`config.mk`:
```
export PLATFORM = sky130hd
export DESIGN_NAME = mc_sequencer
export DESIGN_NICKNAME = d
export VERILOG_FILES = /design/src/rtl/mc_pkg.sv /design/src/rtl/mc_alu_decode.sv /design/src/rtl/mc_sequencer.sv
export SDC_FILE = /design/constraint.sdc
export NUM_CORES = 1
export LEC_CHECK = 0
export BUFFER_PORTS_ARGS = -buffer_cell sky130_fd_sc_hd__buf_2
export CELL_PAD_IN_SITES_DETAIL_PLACEMENT = 1
export CELL_PAD_IN_SITES_GLOBAL_PLACEMENT = 1
export CORE_MARGIN = 5
export CORE_UTILIZATION = 30
export CTS_BUF_LIST = sky130_fd_sc_hd__clkbuf_8
export CTS_CLUSTER_SIZE = 40
export DETAILED_ROUTE_END_ITERATION = 12
export PLACE_DENSITY = 0.71
export RECOVER_POWER = 50
export SLEW_MARGIN = 20
export SYNTH_ARGS = -nofsm -noshare
export SYNTH_HDL_FRONTEND = slang
export SYNTH_SLANG_ARGS = --single-unit
```
`constraint.sdc`:
```
create_clock -name clk -period 5.9 [get_ports clk]
set_input_delay 1.18 -clock clk [delete_from_list [all_inputs] [get_ports clk]]
set_output_delay 1.18 -clock clk [all_outputs]
set_load 0.05 [all_outputs]
```
`src/rtl/mc_pkg.sv`:
```
// Shared types and codes for the multi-cycle MIPS control sequencer.
package mc_pkg;

  typedef enum logic [3:0] {
    S_IDLE   = 4'd0,
    S_FETCH  = 4'd1,
    S_DECODE = 4'd2,
    S_EXEC   = 4'd3,
    S_MEM_RD = 4'd4,
    S_MEM_WR = 4'd5,
    S_WB_ALU = 4'd6,
    S_WB_MEM = 4'd7,
    S_BRANCH = 4'd8,
    S_JUMP   = 4'd9,
    S_HALT   = 4'd10
  } state_t;

  typedef enum logic [2:0] {
    R_TYPE, J, BRANCH, ALUI, LOAD, STORE, ILLEGAL
  } op_class_t;

  localparam logic [2:0] ALU_ADD  = 3'b000;
  localparam logic [2:0] ALU_SUB  = 3'b001;
  localparam logic [2:0] ALU_SHC  = 3'b010;
  localparam logic [2:0] ALU_AND  = 3'b011;
  localparam logic [2:0] ALU_OR   = 3'b100;
  localparam logic [2:0] ALU_XOR  = 3'b101;
  localparam logic [2:0] ALU_NOR  = 3'b110;
  localparam logic [2:0] ALU_NONE = 3'b111;

  localparam logic [1:0] PC_INC = 2'b00;
  localparam logic [1:0] PC_BR  = 2'b01;
  localparam logic [1:0] PC_JMP = 2'b10;
  localparam logic [1:0] PC_REG = 2'b11;

  localparam logic [1:0] B_RT     = 2'b00;
  localparam logic [1:0] B_FOUR   = 2'b01;
  localparam logic [1:0] B_IMM    = 2'b10;
  localparam logic [1:0] B_IMM_SH = 2'b11;

  // Coarse instruction class from the primary opcode field
  function automatic op_class_t op_class(input logic [5:0] opcode);
    op_class_t c;
    c = ILLEGAL;
    casez (opcode)
      6'b000000: c = R_TYPE;
      6'b00001?: c = J;
      6'b0001??: c = BRANCH;
      6'b001???: c = ALUI;
      6'b100???: c = LOAD;
      6'b101???: c = STORE;
      default:   c = ILLEGAL;
    endcase
    return c;
  endfunction

endpackage

```
`src/rtl/mc_alu_decode.sv`:
```
// Combinational ALU operation and immediate-extension decode for EXEC.
module mc_alu_decode
  import mc_pkg::*;
(
  input  logic [5:0] opcode,
  input  logic [5:0] funct,
  output logic [2:0] alu_op,
  output logic       sign_xtend
);

  // Map opcode/funct to ALU function and sign-extension select
  always_comb begin
    alu_op     = ALU_NONE;
    sign_xtend = 1'b0;
    case (op_class(opcode))
      R_TYPE: begin
        sign_xtend = ~funct[0];
        casez (funct)
          6'b10000?:          alu_op = ALU_ADD;
          6'b10001?:          alu_op = ALU_SUB;
          6'b000???, 6'b1010??: alu_op = ALU_SHC;
          6'b100100:          alu_op = ALU_AND;
          6'b100101:          alu_op = ALU_OR;
          6'b100110:          alu_op = ALU_XOR;
          6'b100111:          alu_op = ALU_NOR;
          default:            alu_op = ALU_NONE;
        endcase
      end
      ALUI: begin
        casez (opcode)
          6'b00100?: begin alu_op = ALU_ADD; sign_xtend = ~opcode[0]; end
          6'b00101?: begin alu_op = ALU_SHC; sign_xtend = ~opcode[0]; end
          6'b001100: alu_op = ALU_AND;
          6'b001101: alu_op = ALU_OR;
          6'b001110: alu_op = ALU_XOR;
          default:   alu_op = ALU_SHC;
        endcase
      end
      LOAD, STORE: begin
        alu_op     = ALU_ADD;
        sign_xtend = 1'b1;
      end
      default: ;
    endcase
  end

endmodule

```
`src/rtl/mc_sequencer.sv`:
```
// Multi-cycle control sequencer: fetch/decode/execute/memory/writeback FSM
// with a shared ready-handshake memory port and a memory wait timeout.
module mc_sequencer
  import mc_pkg::*;
#(
  parameter int unsigned TIMEOUT = 255,
  parameter int unsigned CW      = 8
) (
  input  logic       clk,
  input  logic       rst_n,
  input  logic       run,
  input  logic [5:0] opcode,
  input  logic [5:0] funct,
  input  logic       zero,
  input  logic       mem_ready,
  output logic       mem_read,
  output logic       mem_write,
  output logic       iord,
  output logic       ir_write,
  output logic       pc_write,
  output logic [1:0] pc_src,
  output logic       reg_write,
  output logic       reg_dst,
  output logic       mem2reg,
  output logic [1:0] alu_src_b,
  output logic [2:0] alu_op,
  output logic       sign_xtend,
  output logic       busy,
  output logic       trap,
  output logic [3:0] state
);

  localparam logic [CW-1:0] TMO_LAST = CW'(TIMEOUT - 1);

  state_t    st, st_nx;
  logic      trap_q, trap_nx;
  logic [1:0] jmp_src, jmp_src_nx;
  logic [CW-1:0] wait_cnt;
  logic      mem_state;
  logic      tmo_hit;
  op_class_t cls;
  logic [2:0] dec_alu_op;
  logic      dec_sx;

  mc_alu_decode u_alu_decode (
    .opcode     (opcode),
    .funct      (funct),
    .alu_op     (dec_alu_op),
    .sign_xtend (dec_sx)
  );

  assign cls       = op_class(opcode);
  assign mem_state = (st == S_FETCH) || (st == S_MEM_RD) || (st == S_MEM_WR);
  // ready in the final counted cycle still wins because tmo_hit needs !mem_ready
  assign tmo_hit   = (TIMEOUT != 0) && !mem_ready && (wait_cnt == TMO_LAST);
  assign busy      = (st != S_IDLE) && (st != S_HALT);
  assign trap      = trap_q;
  assign state     = st;

  // State, sticky trap and latched jump source registers
  always_ff @(posedge clk or negedge rst_n) begin
    if (!rst_n) begin
      st      <= S_IDLE;
      trap_q  <= 1'b0;
      jmp_src <= PC_INC;
    end else begin
      st      <= st_nx;
      trap_q  <= trap_nx;
      jmp_src <= jmp_src_nx;
    end
  end

  // Memory wait counter: cleared on every state change, counts stalled cycles
  always_ff @(posedge clk or negedge rst_n) begin
    if (!rst_n)
      wait_cnt <= '0;
    else if (st_nx != st)
      wait_cnt <= '0;
    else if (mem_state && !mem_ready)
      wait_cnt <= wait_cnt + CW'(1);
  end

  // Next-state and per-state datapath strobes
  always_comb begin
    st_nx      = st;
    trap_nx    = trap_q;
    jmp_src_nx = jmp_src;
    mem_read   = 1'b0;
    mem_write  = 1'b0;
    iord       = 1'b0;
    ir_write   = 1'b0;
    pc_write   = 1'b0;
    pc_src     = PC_INC;
    reg_write  = 1'b0;
    reg_dst    = 1'b0;
    mem2reg    = 1'b0;
    alu_src_b  = B_RT;
    alu_op     = ALU_ADD;
    sign_xtend = 1'b0;
    case (st)
      S_IDLE: if (run) st_nx = S_FETCH;
      S_FETCH: begin
        mem_read = 1'b1;
        if (mem_ready) begin
          ir_write  = 1'b1;
          pc_write  = 1'b1;
          alu_src_b = B_FOUR;
          st_nx     = S_DECODE;
        end else if (tmo_hit) begin
          st_nx   = S_HALT;
          trap_nx = 1'b1;
        end
      end
      S_DECODE: begin
        alu_src_b = B_IMM_SH;
        case (cls)
          R_TYPE: begin
            if (funct[5:3] == 3'b001) begin
              jmp_src_nx = PC_REG;
              st_nx      = S_JUMP;
            end else begin
              st_nx = S_EXEC;
            end
          end
          J: begin
            jmp_src_nx = PC_JMP;
            st_nx      = S_JUMP;
          end
          BRANCH:            st_nx = S_BRANCH;
          ALUI, LOAD, STORE: st_nx = S_EXEC;
          default: begin
            st_nx   = S_HALT;
            trap_nx = 1'b1;
          end
        endcase
      end
      S_EXEC: begin
        alu_op     = dec_alu_op;
        sign_xtend = dec_sx;
        alu_src_b  = (cls == R_TYPE) ? B_RT : B_IMM;
        if (cls == LOAD)       st_nx = S_MEM_RD;
        else if (cls == STORE) st_nx = S_MEM_WR;
        else                   st_nx = S_WB_ALU;
      end
      S_MEM_RD: begin
        mem_read = 1'b1;
        iord     = 1'b1;
        if (mem_ready) st_nx = S_WB_MEM;
        else if (tmo_hit) begin
          st_nx   = S_HALT;
          trap_nx = 1'b1;
        end
      end
      S_MEM_WR: begin
        mem_write = 1'b1;
        iord      = 1'b1;
        if (mem_ready) st_nx = S_FETCH;
        else if (tmo_hit) begin
          st_nx   = S_HALT;
          trap_nx = 1'b1;
        end
      end
      S_WB_ALU: begin
        reg_write = 1'b1;
        reg_dst   = (opcode == 6'b000000);
        st_nx     = S_FETCH;
      end
      S_WB_MEM: begin
        reg_write = 1'b1;
        mem2reg   = 1'b1;
        st_nx     = S_FETCH;
      end
      S_BRANCH: begin
        alu_src_b = B_RT;
        alu_op    = ALU_SUB;
        // beq (opcode[0]=0) takes on zero, bne (opcode[0]=1) on non-zero
        if (zero != opcode[0]) begin
          pc_write = 1'b1;
          pc_src   = PC_BR;
        end
        st_nx = S_FETCH;
      end
      S_JUMP: begin
        pc_write = 1'b1;
        pc_src   = jmp_src;
        st_nx    = S_FETCH;
      end
      S_HALT: begin
        if (run) begin
          trap_nx = 1'b0;
          st_nx   = S_FETCH;
        end
      end
      default: st_nx = S_IDLE;
    endcase
  end

endmodule

```
==> reports/qor.txt <==
final-report setup violation count - 0
list of most frequent post-synthesis cells - 19 x nand2_1, 18 x nor2_1, 15 x dfrtp_1, 15 x nor3_1, 13 x a21oi_1
Data arrival, critical path - 3870 ps
postcts setup bufs - 0
post-synthesis cell count - 198
Layout Skew - 0.958 ps
Inserted Clock Buffers - 3
CP peak stage delay - 350 ps
Worst-path clk slew - 60 ps
Slew @ Worst Pin - 828 ps
mapped cell area - 0.00163 mm²
die boundary height - 83.7 µm
CP max stage cell - clkbuf_1
antenna fix cells - 0
# clock sinks - 15
Post-synth EDFFs - 0
Seq/Total Area, Yosys - 23.1%
clock latency at the later pin of the worst-skew pair - 250 ps
total grt overflow - 0
Synth area leaders - dfrtp_1 23%, nor3_1 4.6%, nand2_1 4.4%, nor2_1 4.2%, a21oi_1 4.0%
first-pass GRT wire length - 8050 µm
Synth top area share - 23.1%
Global Route Usage Sum - 13.9%
Hold Path End - jmp_src[1]
final net count - 251
# Max-Cap Violations - 0
antenna violations before repair - 0
Fmax achieved - 198 MHz
Worst Reg-to-Reg Cells - 6
number of I/O port buffers - 38
post-synth top area cell - dfrtp_1
Clock Path Buffers - 2
FF/Latch Area - 375 µm²
CTS tree - done
antenna-violating nets left - 0
Vias/cell - 5.21
cts hold-fix bufs - 0
r2r endpoint - wait_cnt[7]
CP cell instances - clkbuf_1 > nor2_1 > nor3_1 > inv_1 > ha_1 > nand3b_1 > nand3_4 > nor2b_4 > o21ai_0 > a311o_1 > a21oi_1 > buf_2
placer's final routability congestion estimate - 0.841
via count - 1559
worst min path class - flip-flop to flip-flop
Multi-input gate area - 0.00116 mm²
layout cells sized above 1 - 21.0%
HPWL Detailed - 3720 µm
VDD IR max - 241 µV
crit path time final - 5050 ps
Ys Warns - 0
Worst Hold Path Cells - 2
WL final - 4820 µm
# H-tree levels - 1
Core Region - 0.00520 mm²
Die X - 83.7 µm
clk root buf - clkbuf_8
initial drt markers - 74
syn_area_per_cell - 8.22 µm²
endpoints failing hold - 0
Hold Slack - 458 ps
vias in the first global route - 1605
status - completed
Worst EP required - 4720 ps
most common cell in the netlist - nand2_1
cts repair resizes - 0
area delta synth->final - 15.5%
crit end category - output pin
WS Path Type - input port to output pin
post-synthesis register bit count - 15
fillers - 669
Pre-Repair DR Iteration Count - 8
largest net degree at the start of global routing - 24
Initial Util - 31.3%
worst rel slew slack - 44.8%
RSZ-0062 raised after global routing - false
Final Cycle Share - 85.7%
Routed WL per cell - 16.1 µm
Hold Startpoint - jmp_src[1]
R2R Setup Slk - 3340 ps
Async SR Flop Fraction - 100%
critical path startpoint - opcode[2]
row cnt - 26
PD cells - 459 mW/mm²
max-slew violation count - 0
Die Footprint - 0.00700 mm²
Worst Setup Start Kind - input port
Post-Synthesis Net Count - 219
Residual DRC - 0
crit-path max FO - 9
post-synth cell types - 59
Primary FF master, synth - dfrtp_1
# IOs - 39
Static Leak - 0.760 nW
Reg-to-Reg Start - state[0]
setup tns final - 0 ps
placed cells by master, fill, tap and decap left out, types with 5 or more instances in the layout:
cell       n
xnor2_1    5
nor3_1    15
o21ai_0   12
xor2_1     7
nor2_1    18
nand2b_1   6
inv_1      9
dfrtp_1   15
nand2_1   19
a21oi_1   13
clkbuf_1  11
buf_2     27
sequential cells by signal (all words and copies together), names as in the netlist:
name / count
state: 4
trap: 1
wait_cnt: 8
jmp_src: 2
critical path: cells and delay by family:
family / cells / cell delay [ps]
buffers and inverters: 3 / 790
adders and majority gates: 1 / 300
and+or+nand+nor: 5 / 1010
AOI/OAI and AO/OA: 3 / 590
kinds of logic (layout without fill, tap and decap cells):
kind of cell,count (synthesis),in the layout,share of synthesized area (%)
xor+xnor,13,13,8.15
fa+ha+maj,4,4,3.07
flops,15,15,23.1
simple gates,99,99,36.9
compound gates,47,47,23.3
buf+inv,20,51,5.53
layout make-up:
| class | count | area share, % |
|---|---|---|
| Timing Repair Buffer | 38 | 9.38 |
| Tap cell | 70 | 4.66 |
| Clock inverter | 1 | 0.200 |
| Multi-Input combinational cell | 163 | 61.8 |
| Inverter | 9 | 1.80 |
| Clock buffer | 3 | 2.20 |
| Sequential cell | 15 | 20.0 |
stage by stage:
stage	setup WS (ps)	instance area, µm²	std cells	util, %	total power, mW
after global routing	628	1880	299	36.1	0.925
final	846	1880	299	36.1	0.863
after global placement	1200	1850	295	35.5	0.791
after detailed placement	1050	1850	295	35.5	0.791
after CTS	1030	1890	299	36.4	0.877
after floorplan	1050	1630	198	-	0.655
power breakdown:
group          internal, mW  leakage [nW]  total [mW]  switching [mW]
logic                 0.170         0.538       0.575           0.404
registers             0.124         0.195       0.204          0.0797
clock network        0.0462        0.0269      0.0838          0.0377
total                 0.341         0.760       0.863           0.522
worst max path at each step:
| stage | end | slack [ps] |
|---|---|---|
| after floorplan | alu_op[0] | 1050 |
| after global placement | alu_op[0] | 1200 |
| after detailed placement | alu_op[0] | 1050 |
| after CTS | alu_op[0] | 1030 |
| after global routing | alu_op[0] | 630 |
| final | alu_op[0] | 850 |
metal layers:
layer / routed length, µm / vias up / share of wire [%] / GRT usage (%)
met2: 2300 / 27 / 48 / 22.6
li1: - / 777 / - / -
met4: 61 / 0 / 1.3 / 4.68
met3: 152 / 4 / 3.2 / 2.27
met1: 2310 / 751 / 48 / 18.7
met5: 0 / - / 0 / 0
(Power assumes the default switching activity.)
